File: config.mk
export PLATFORM = sky130hd
export DESIGN_NAME = multicycle_control
export DESIGN_NICKNAME = d
export VERILOG_FILES = /design/src/rtl/cpu_ctrl_pkg.sv /design/src/rtl/control_decode.sv /design/src/rtl/multicycle_control.sv
export SDC_FILE = /design/constraint.sdc
export NUM_CORES = 1
export LEC_CHECK = 0
export BUFFER_PORTS_ARGS = -buffer_cell sky130_fd_sc_hd__buf_2
export CORE_MARGIN = 1.5
export CORE_UTILIZATION = 45
export DETAILED_ROUTE_END_ITERATION = 7
export PLACE_DENSITY = 0.72
export SETUP_SLACK_MARGIN = 0.4
export SYNTH_ARGS = -nofsm -noshare
export SYNTH_HDL_FRONTEND = slang
export SYNTH_SLANG_ARGS = --single-unit
File: constraint.sdc
create_clock -name clk -period 2.5 [get_ports clk]
set_input_delay 0.5 -clock clk [delete_from_list [all_inputs] [get_ports clk]]
set_output_delay 0.5 -clock clk [all_outputs]
set_load 0.01 [all_outputs]
File: src/rtl/cpu_ctrl_pkg.sv
// Shared encodings for the multicycle CPU controller: opcodes, FSM states,
// ALU operation codes and the decoded-instruction record.
package cpu_ctrl_pkg;

  typedef enum logic [3:0] {
    OP_ADD  = 4'h0,
    OP_SUB  = 4'h1,
    OP_AND  = 4'h2,
    OP_OR   = 4'h3,
    OP_LW   = 4'h4,
    OP_SW   = 4'h5,
    OP_BEQ  = 4'h6,
    OP_JMP  = 4'h7,
    OP_NOP  = 4'h8,
    OP_HALT = 4'hF
  } opcode_e;

  typedef enum logic [2:0] {
    S_IDLE, S_FETCH, S_DECODE, S_EXEC, S_MEM, S_WB, S_HALT, S_TRAP
  } state_e;

  typedef enum logic [1:0] {
    ALU_ADD = 2'b00,
    ALU_SUB = 2'b01,
    ALU_AND = 2'b10,
    ALU_OR  = 2'b11
  } alu_op_e;

  typedef struct packed {
    logic    rtype;
    logic    load;
    logic    store;
    logic    branch;
    logic    jump;
    logic    nop;
    logic    halt;
    logic    illegal;
    alu_op_e alu_op;
  } dec_t;

endpackage

File: src/rtl/control_decode.sv
// Combinational opcode classifier: exactly one class flag is set for any
// opcode, and any nonzero bit above bit 3 makes the opcode illegal.
module control_decode
  import cpu_ctrl_pkg::*;
#(
  parameter int OPCODE_W = 4
) (
  input  logic [OPCODE_W-1:0] opcode,
  output dec_t                dec
);

  logic upper_nz;

  assign upper_nz = |(opcode >> 4);

  always_comb begin
    // NOTE: every combinational output gets a default first, so no path can infer a latch.
    dec        = '0;
    dec.alu_op = ALU_ADD;
    case (opcode[3:0])
      OP_ADD:  dec.rtype = 1'b1;
      OP_SUB:  begin dec.rtype = 1'b1; dec.alu_op = ALU_SUB; end
      OP_AND:  begin dec.rtype = 1'b1; dec.alu_op = ALU_AND; end
      OP_OR:   begin dec.rtype = 1'b1; dec.alu_op = ALU_OR;  end
      OP_LW:   dec.load   = 1'b1;
      OP_SW:   dec.store  = 1'b1;
      OP_BEQ:  begin dec.branch = 1'b1; dec.alu_op = ALU_SUB; end
      OP_JMP:  dec.jump   = 1'b1;
      OP_NOP:  dec.nop    = 1'b1;
      OP_HALT: dec.halt   = 1'b1;
      default: dec.illegal = 1'b1;
    endcase
    if (upper_nz) begin
      dec         = '0;
      dec.alu_op  = ALU_ADD;
      dec.illegal = 1'b1;
    end
  end

endmodule

File: src/rtl/multicycle_control.sv
// Multicycle CPU control FSM: fetch/decode/execute/memory/writeback
// sequencing with memory handshake, hazard stall, halt/trap and retire count.
module multicycle_control
  import cpu_ctrl_pkg::*;
#(
  parameter int OPCODE_W = 4,
  parameter int CNT_W    = 16
) (
  input  logic                clk,
  input  logic                rst_n,
  input  logic [OPCODE_W-1:0] opcode,
  input  logic                mem_ready,
  input  logic                stall,
  output logic                pc_write,
  output logic                ir_write,
  output logic                iord,
  output logic                mem_read,
  output logic                mem_write,
  output logic                reg_write,
  output logic                mem_to_reg,
  output logic                alu_src,
  output logic                reg_dst,
  output logic                branch,
  output logic                jump,
  output logic [1:0]          alu_op,
  output logic                illegal,
  output logic                halted,
  output logic                retire,
  output logic [CNT_W-1:0]    instr_count
);

  state_e                state_q, state_d;
  logic [OPCODE_W-1:0]   op_q, op_d;
  logic                  illegal_q, illegal_d;
  logic                  halted_q, halted_d;
  logic [CNT_W-1:0]      count_q, count_d;
  logic [OPCODE_W-1:0]   dec_op;
  dec_t                  dec;

  // DECODE classifies the live IR opcode; later states use the latched copy.
  assign dec_op = (state_q == S_DECODE) ? opcode : op_q;

  control_decode #(.OPCODE_W(OPCODE_W)) u_decode (
    .opcode (dec_op),
    .dec    (dec)
  );

  always_comb begin
    state_d    = state_q;
    op_d       = op_q;
    illegal_d  = illegal_q;
    halted_d   = halted_q;
    pc_write   = 1'b0;
    ir_write   = 1'b0;
    iord       = 1'b0;
    mem_read   = 1'b0;
    mem_write  = 1'b0;
    reg_write  = 1'b0;
    mem_to_reg = 1'b0;
    alu_src    = 1'b0;
    reg_dst    = 1'b0;
    branch     = 1'b0;
    jump       = 1'b0;
    retire     = 1'b0;
    alu_op     = ALU_ADD;
    case (state_q)
      S_IDLE: state_d = S_FETCH;
      S_FETCH: begin
        mem_read = 1'b1;
        if (mem_ready) begin
          ir_write = 1'b1;
          pc_write = 1'b1;
          state_d  = S_DECODE;
        end
      end
      S_DECODE: begin
        op_d = opcode;
        if (!stall) begin
          if (dec.illegal) begin
            illegal_d = 1'b1;
            state_d   = S_TRAP;
          end else if (dec.jump) begin
            jump     = 1'b1;
            pc_write = 1'b1;
            retire   = 1'b1;
            state_d  = S_FETCH;
          end else if (dec.nop) begin
            retire  = 1'b1;
            state_d = S_FETCH;
          end else if (dec.halt) begin
            retire   = 1'b1;
            halted_d = 1'b1;
            state_d  = S_HALT;
          end else begin
            state_d = S_EXEC;
          end
        end
      end
      S_EXEC: begin
        alu_op  = dec.alu_op;
        alu_src = dec.load | dec.store;
        if (!stall) begin
          if (dec.branch) begin
            branch  = 1'b1;
            retire  = 1'b1;
            state_d = S_FETCH;
          end else if (dec.load || dec.store) begin
            state_d = S_MEM;
          end else begin
            state_d = S_WB;
          end
        end
      end
      // Memory handshake has priority over stall here.
      S_MEM: begin
        iord      = 1'b1;
        alu_src   = 1'b1;
        alu_op    = dec.alu_op;
        mem_read  = dec.load;
        mem_write = dec.store;
        if (mem_ready) begin
          if (dec.store) begin
            retire  = 1'b1;
            state_d = S_FETCH;
          end else begin
            state_d = S_WB;
          end
        end
      end
      S_WB: begin
        alu_op     = dec.alu_op;
        reg_dst    = dec.rtype;
        mem_to_reg = dec.load;
        if (!stall) begin
          reg_write = 1'b1;
          retire    = 1'b1;
          state_d   = S_FETCH;
        end
      end
      S_HALT, S_TRAP: ;
    endcase
  end

  assign count_d     = count_q + CNT_W'(retire);
  assign illegal     = illegal_q;
  assign halted      = halted_q;
  assign instr_count = count_q;

  always_ff @(posedge clk or negedge rst_n) begin
    if (!rst_n) begin
      state_q   <= S_IDLE;
      op_q      <= '0;
      illegal_q <= 1'b0;
      halted_q  <= 1'b0;
      count_q   <= '0;
    end else begin
      // NOTE: non-blocking assignments so every register samples pre-edge values.
      state_q   <= state_d;
      op_q      <= op_d;
      illegal_q <= illegal_d;
      halted_q  <= halted_d;
      count_q   <= count_d;
    end
  end

endmodule

After elaboration in Yosys (flattened, before gate mapping)
Cells that the tools add are included.
{"block": "op_classes", "addsub": 1, "n_eq_ne": 19, "n_mux": 49, "bitwise": 5, "n_reduce_logical": 11}
{"operator": "$mux W3", "n": 11}
{"operator": "$mux W1", "n": 30}
{"operator": "$pmux W3 S6", "n": 1}
{"operator": "$add A16 B1 Y16", "n": 1}
{"operator": "$eq A4 B3 Y1 const B", "n": 4}
{"operator": "$reduce_and A6 Y1", "n": 2}
{"operator": "$ne A2 B2 Y1 const B", "n": 5}
{"operator": "$reduce_or A10 Y1", "n": 1}
{"operator": "$eq A4 B2 Y1 const B", "n": 2}
{"operator": "$eq A4 B4 Y1 const B", "n": 2}
{"operator": "$eq A3 B2 Y1 const B", "n": 2}
{"operator": "$eq A3 B3 Y1 const B", "n": 2}
{"operator": "$pmux W1 S2", "n": 3}
{"operator": "$pmux W2 S3", "n": 1}
{"operator": "$reduce_bool A6 Y1", "n": 1}
{"operator": "$eq A4 B1 Y1 const B", "n": 1}
{"operator": "$logic_not A4 Y1", "n": 1}
{"operator": "$mux W4", "n": 1}
{"operator": "$not A1 Y1", "n": 4}
{"operator": "$pmux W1 S4", "n": 1}
{"operator": "$reduce_or A4 Y1", "n": 1}
{"operator": "$eq A3 B1 Y1 const B", "n": 1}
{"operator": "$logic_not A3 Y1", "n": 1}
{"operator": "$reduce_and A3 Y1", "n": 1}
{"operator": "5 further kinds", "n": 5}
{"block": "totals", "reg_bits": 25, "inputBits": 8, "output_inout_bits": 32, "elab_cells": 90}

Longest topological paths before layout
{"block": "logic_depth", "depth_word": 11, "ltp_mapped": 10, "ltp_nobuf": 9}

Cells and area by module
Synthesis repeated with hierarchy kept, for this count alone.
{"block": "hier_totals", "hier_cells": 141, "hier_area_um2": 1392.6}
{"mod": "multicycle_control", "instances": 1, "cells_per_inst": 126, "area_each_um2": 1302.5, "seq_area_each_um2": 625.6}
{"mod": "control_decode", "instances": 1, "cells_per_inst": 15, "area_each_um2": 90.1, "seq_area_each_um2": 0.0}

Least setup slack after synthesis
Ideal clock, no wire load.
{"block": "synth_timing", "path_type": "input port to flip-flop", "start": "in opcode[2]", "end": "reg count_q[12] (netlist: instr_count[12])", "setup_time_ps": 79, "arrival_ps": 2506, "required_ps": 2421, "path_slack_ps": -86, "cell_stages": 9, "n_path_buf": 0, "path_cell_list": "nor3_1 and2_1 nor3b_1 o31ai_1 ha_1 nand2_1 or2_2 nor3_1 xor2_1"}
{"block": "synth_via", "elab_chain_len": 10, "word_cells_on_any_way": 28, "classes_between": "1 x add/sub; 9 x eq/ne; 16 x mux; 2 x reduce/logical"}
{"item": "from (decl)", "line_no": "multicycle_control.sv:11", "text": "input logic [OPCODE_W-1:0] opcode,"}
{"item": "$mux W4 *"}
{"item": "$eq A4 B4 Y1", "line_no": "control_decode.sv:20", "text": "case (opcode[3:0])"}
{"item": "$mux W1", "line_no": "control_decode.sv:20"}
{"item": "$mux W1", "line_no": "multicycle_control.sv:90", "text": "end else if (dec.halt) begin"}
{"item": "$mux W1", "line_no": "multicycle_control.sv:87", "text": "end else if (dec.nop) begin"}
{"item": "$mux W1", "line_no": "multicycle_control.sv:82", "text": "end else if (dec.jump) begin"}
{"item": "$mux W1", "line_no": "multicycle_control.sv:79", "text": "if (dec.illegal) begin"}
{"item": "$mux W1", "line_no": "multicycle_control.sv:78", "text": "if (!stall) begin"}
{"item": "$pmux W1 S4 *", "line_no": "multicycle_control.sv:66", "text": "case (state_q)"}
{"item": "via retire", "line_no": "multicycle_control.sv:28", "text": "output logic retire,"}
{"item": "$add A16 B1 Y16 *", "line_no": "multicycle_control.sv:144", "text": "assign count_d = count_q + CNT_W'(retire);"}
{"item": "via count_d[12]", "line_no": "multicycle_control.sv:36", "text": "logic [CNT_W-1:0] count_q, count_d;"}
{"item": "to (signal assigned)", "line_no": "multicycle_control.sv:162", "text": "count_q <= count_d;"}
{"item": "to (decl)", "line_no": "multicycle_control.sv:36"}
Mark *: on every way through the listed nets, which the timed path passes. The rest lies on a longest branch.
A chain may end at the register's enable or synchronous reset.

Final worst setup path
{"block": "layout_timing", "start": "reg state_q[1]", "end": "out alu_op[0]"}
{"block": "layout_via", "elab_chain_len": 6, "word_cells_on_any_way": 13, "classes_between": "8 x eq/ne; 3 x mux; 2 x reduce/logical"}
{"item": "from (decl)", "line_no": "multicycle_control.sv:32", "text": "state_e state_q, state_d;"}
{"item": "from (signal assigned)", "line_no": "multicycle_control.sv:158", "text": "state_q <= state_d;"}
{"item": "$eq A3 B2 Y1", "line_no": "multicycle_control.sv:41", "text": "assign dec_op = (state_q == S_DECODE) ? opcode : op_q;"}
{"item": "$mux W4"}
{"item": "$eq A4 B1 Y1 or $eq A4 B3 Y1 (tied branches)", "line_no": "control_decode.sv:20"}
{"item": "$reduce_or A2 Y1 (no source line)"}
{"item": "$pmux W2 S3", "line_no": "control_decode.sv:20"}
{"item": "$mux W2 *", "line_no": "multicycle_control.sv:66"}
{"item": "to (decl)", "line_no": "multicycle_control.sv:25", "text": "output logic [1:0] alu_op,"}
Mark *: on every way between the ends. The rest lies on a longest branch, timed or not.

==> results.cfg <==
[place]
place_ws_ns = 0.161
portBuffers = 39
routabilityCongestion = 0.860
hpwl_mm = 2.29
dp.cells = 210

[floorplanning]
ios = 40
rows = 19
die_y_um = 57.9
dieArea_mm2 = 0.00336
design.core.area_mm2 = 0.00281
start_util_pct = 48.4
fp.dieW_um = 57.9

[pwr]
p_switching_w = 0.000756
finalPower_w = 0.00185
intPower_w = 0.00110
power_frac_seq_pct = 35.6
power_density_mw_per_mm2 = 927
p_clk_share_pct = 9.7
combPwrFrac_pct = 54.7
vdd_drop_max_v = 0.000608
p_sw_share_pct = 40.8
power_leakage_nw = 1.03

[logic_synthesis]
yosys-top-cells-area = dfrtp_1, xnor2_1, xor2_1
synth_nets = 149
synthCells = 139
synth.avg_cell_area_um2 = 9.77
synth_edf_count = 0
yosys_warnings = 0
mappedNetlistArea_mm2 = 0.00136
yosys.cell_types.count = 38
synthFlopType = dfrtp_1
yosys-top-cells-count = dfrtp_1, nor2_1, nand2_1, xnor2_1, nand3_1
async_flop_share_pct = 100
ys_seq_area_share_pct = 46.1
netlist.area_leader.share_pct = 46.1
synth_top_area_cell = dfrtp_1
yosysMostFrequentCell = dfrtp_1
synth_seq_cells = 25

[clocking]
cts_tree = done
cts_num_sinks = 25
htree_levels = 1
hold_buffers = 0
cts_made_buffers = 3
clk_pin_slew_ns = 0.13
cts-root-buf = clkbuf_4
cts_max_path_buffers = 2
clkLatencyLatePin_ns = 0.32

[finish]
drive_gt1_share_pct = 49.3
nFillCells = 193
syn_to_final_growth_pct = 47.4
insertedDiodeCount = 0
final_core_util_pct = 71.3
instances_no_fill = 232
nets = 212

[outcome]
outcome = complete, no violations

[critical_path]
crit_fanout = 7
cp_cell_sequence = nor3b_4, buf_6, mux2i_4, a311o_1, o211a_1, buf_2
startpoint_type = register
crit_type = register to output port
cp_slowest_stage_delay_ns = 0.48
crit_slowest_cell = dfrtp_2
crit_arrival_ns = 1.86
cp-end-kind = output port
worstPathRequired_ns = 2.00

[timing]
fin_skew_ns = 0.00683
max_freq_mhz = 425
worst_pin_slew_ns = 0.554
drv_slew = 0
fin_crit_ns = 2.36
grt_setup_unrepaired = true
slew_headroom_pct = 63.1
setup_viol_count_final = 0
final.setup.worst_slack_ns = 0.144
hold_violations = 0
post-route-period-util_pct = 94.2
setup-tns-final_ns = 0

[drt]
ant_nets = 0
wirelength_mm = 3.57
wl_per_cell_um = 15.4
dr_total_vias = 1332
detail_route.first_pass.iterations = 7
drcViolationCount = 0
drt-initial-drc-count = 51
drt-vias-per-instance = 5.74

[global_routing]
grt_pass1_wl_mm = 5.53
antenna_found_initial = 0
grt_use_total_pct = 21.3
grt_max_degree = 26
grt_pass1_vias = 1219
grt-ovfl-total = 0

[flow_run]
maxCapViolCount = 0

[worst_hold_path]
hold_class = primary input to asynchronous set/reset pin
==> through the flow <==
step	hold WS, ns	instance area, µm²
6_report	0.144	2000
5_1_grt	0.181	2000
4_1_cts	0.155	1810
3_5_place_dp	0.443	1640
3_3_place_gp	0.444	1640
2_1_floorplan	0.204	1390
==> state kept, by name (all words and copies together) (netlist names) <==
register	flops
op_q	4
illegal	1
instr_count	16
halted	1
state_q	3
==> power by group through the flow <==
stage	sequential (W)	combinational [W]	clock [W]
finish	0.000661	0.00101	0.000179
global route	0.000673	0.00110	0.000203
CTS	0.000642	0.000806	0.000189
detailed placement	0.000657	0.000655	0
global placement	0.000650	0.000645	0
floorplan	0.000633	0.000442	0
==> metal layers <==
| layer | part of all wire (%) | global-route usage, % | routed length [µm] | vias to the layer above |
|---|---|---|---|---|
| li1 | - | - | - | 629 |
| met1 | 42 | 27.0 | 1480 | 659 |
| met2 | 53 | 37.2 | 1890 | 39 |
| met3 | 4.8 | 4.69 | 170 | 5 |
| met4 | 0.62 | 4.32 | 22 | 0 |
| met5 | 0 | 0 | 0 | - |
==> placed cells by master (no fill, tap or decap), types with 2 or more instances in the layout <==
cell	count
nor2_1	8
clkbuf_4	3
inv_2	2
mux2_4	2
a21oi_1	4
buf_4	18
dfrtp_1	22
dfrtp_2	3
nand2_1	9
nor2_4	3
xor2_1	6
or2_4	2
buf_6	6
nor3_1	3
a31oi_1	3
o21ai_0	2
xnor2_1	8
inv_1	3
nand3_1	8
nor3b_4	2
nor3b_1	5
and3_4	2
nand2b_1	4
nand4_1	5
nand2b_4	3
nand2_4	2
buf_2	37
==> final timing paths <==
check / from / endpoint / slack (ns) / cells after the start
max: state_q[1] / alu_op[0] / 0.14 / 6
min: rst_n / instr_count[12] / 0.14 / 1
max reg2reg: state_q[2] / instr_count[12] / 0.20 / 9
min reg2reg: instr_count[15] / instr_count[15] / 0.47 / 1
max in group asynchronous: rst_n / op_q[1] / 1.95 / 1
min in group clk: instr_count[15] / instr_count[15] / 0.47 / 1
==> cell type report <==
cell class / instances / area [µm²] / area share [%]
multi-input combinational: 106 / 898 / 44.9
sequential: 25 / 629 / 31.5
timing repair buffer: 61 / 388 / 19.4
tap: 31 / 38.8 / 1.94
clock buffer: 3 / 22.5 / 1.13
inverter: 5 / 18.8 / 0.938
clock inverter: 1 / 5.00 / 0.250
==> critical path: cells and delay by family (launching register included) <==
family | cells | cell delay, ns
flip-flops | 1 | 0.48
AO/OA/AOI/OAI | 2 | 0.42
buffers and inverters | 2 | 0.27
AND/OR/NAND/NOR | 1 | 0.17
multiplexers | 1 | 0.19
==> kinds of logic (layout without fill, tap and decap cells) <==
| group | Yosys count | in the layout | synth area share [%] |
|---|---|---|---|
| flip-flops | 25 | 25 | 46.1 |
| AO/OA/AOI/OAI | 20 | 20 | 10.4 |
| XOR/XNOR | 15 | 15 | 9.68 |
| buffers and inverters | 8 | 70 | 2.40 |
| AND/OR/NAND/NOR | 66 | 66 | 27.2 |
| multiplexers | 3 | 3 | 2.40 |
| adder cells (fa/ha/maj) | 2 | 2 | 1.84 |
==> what timing repair did <==
action                     in CTS  in global routing
pin swaps                       6                 14
setup endpoints to repair      19                 22
gates resized for setup        17                 23
buffers inserted               10                  8
No activity file was read; power rests on OpenSTA's default activity.
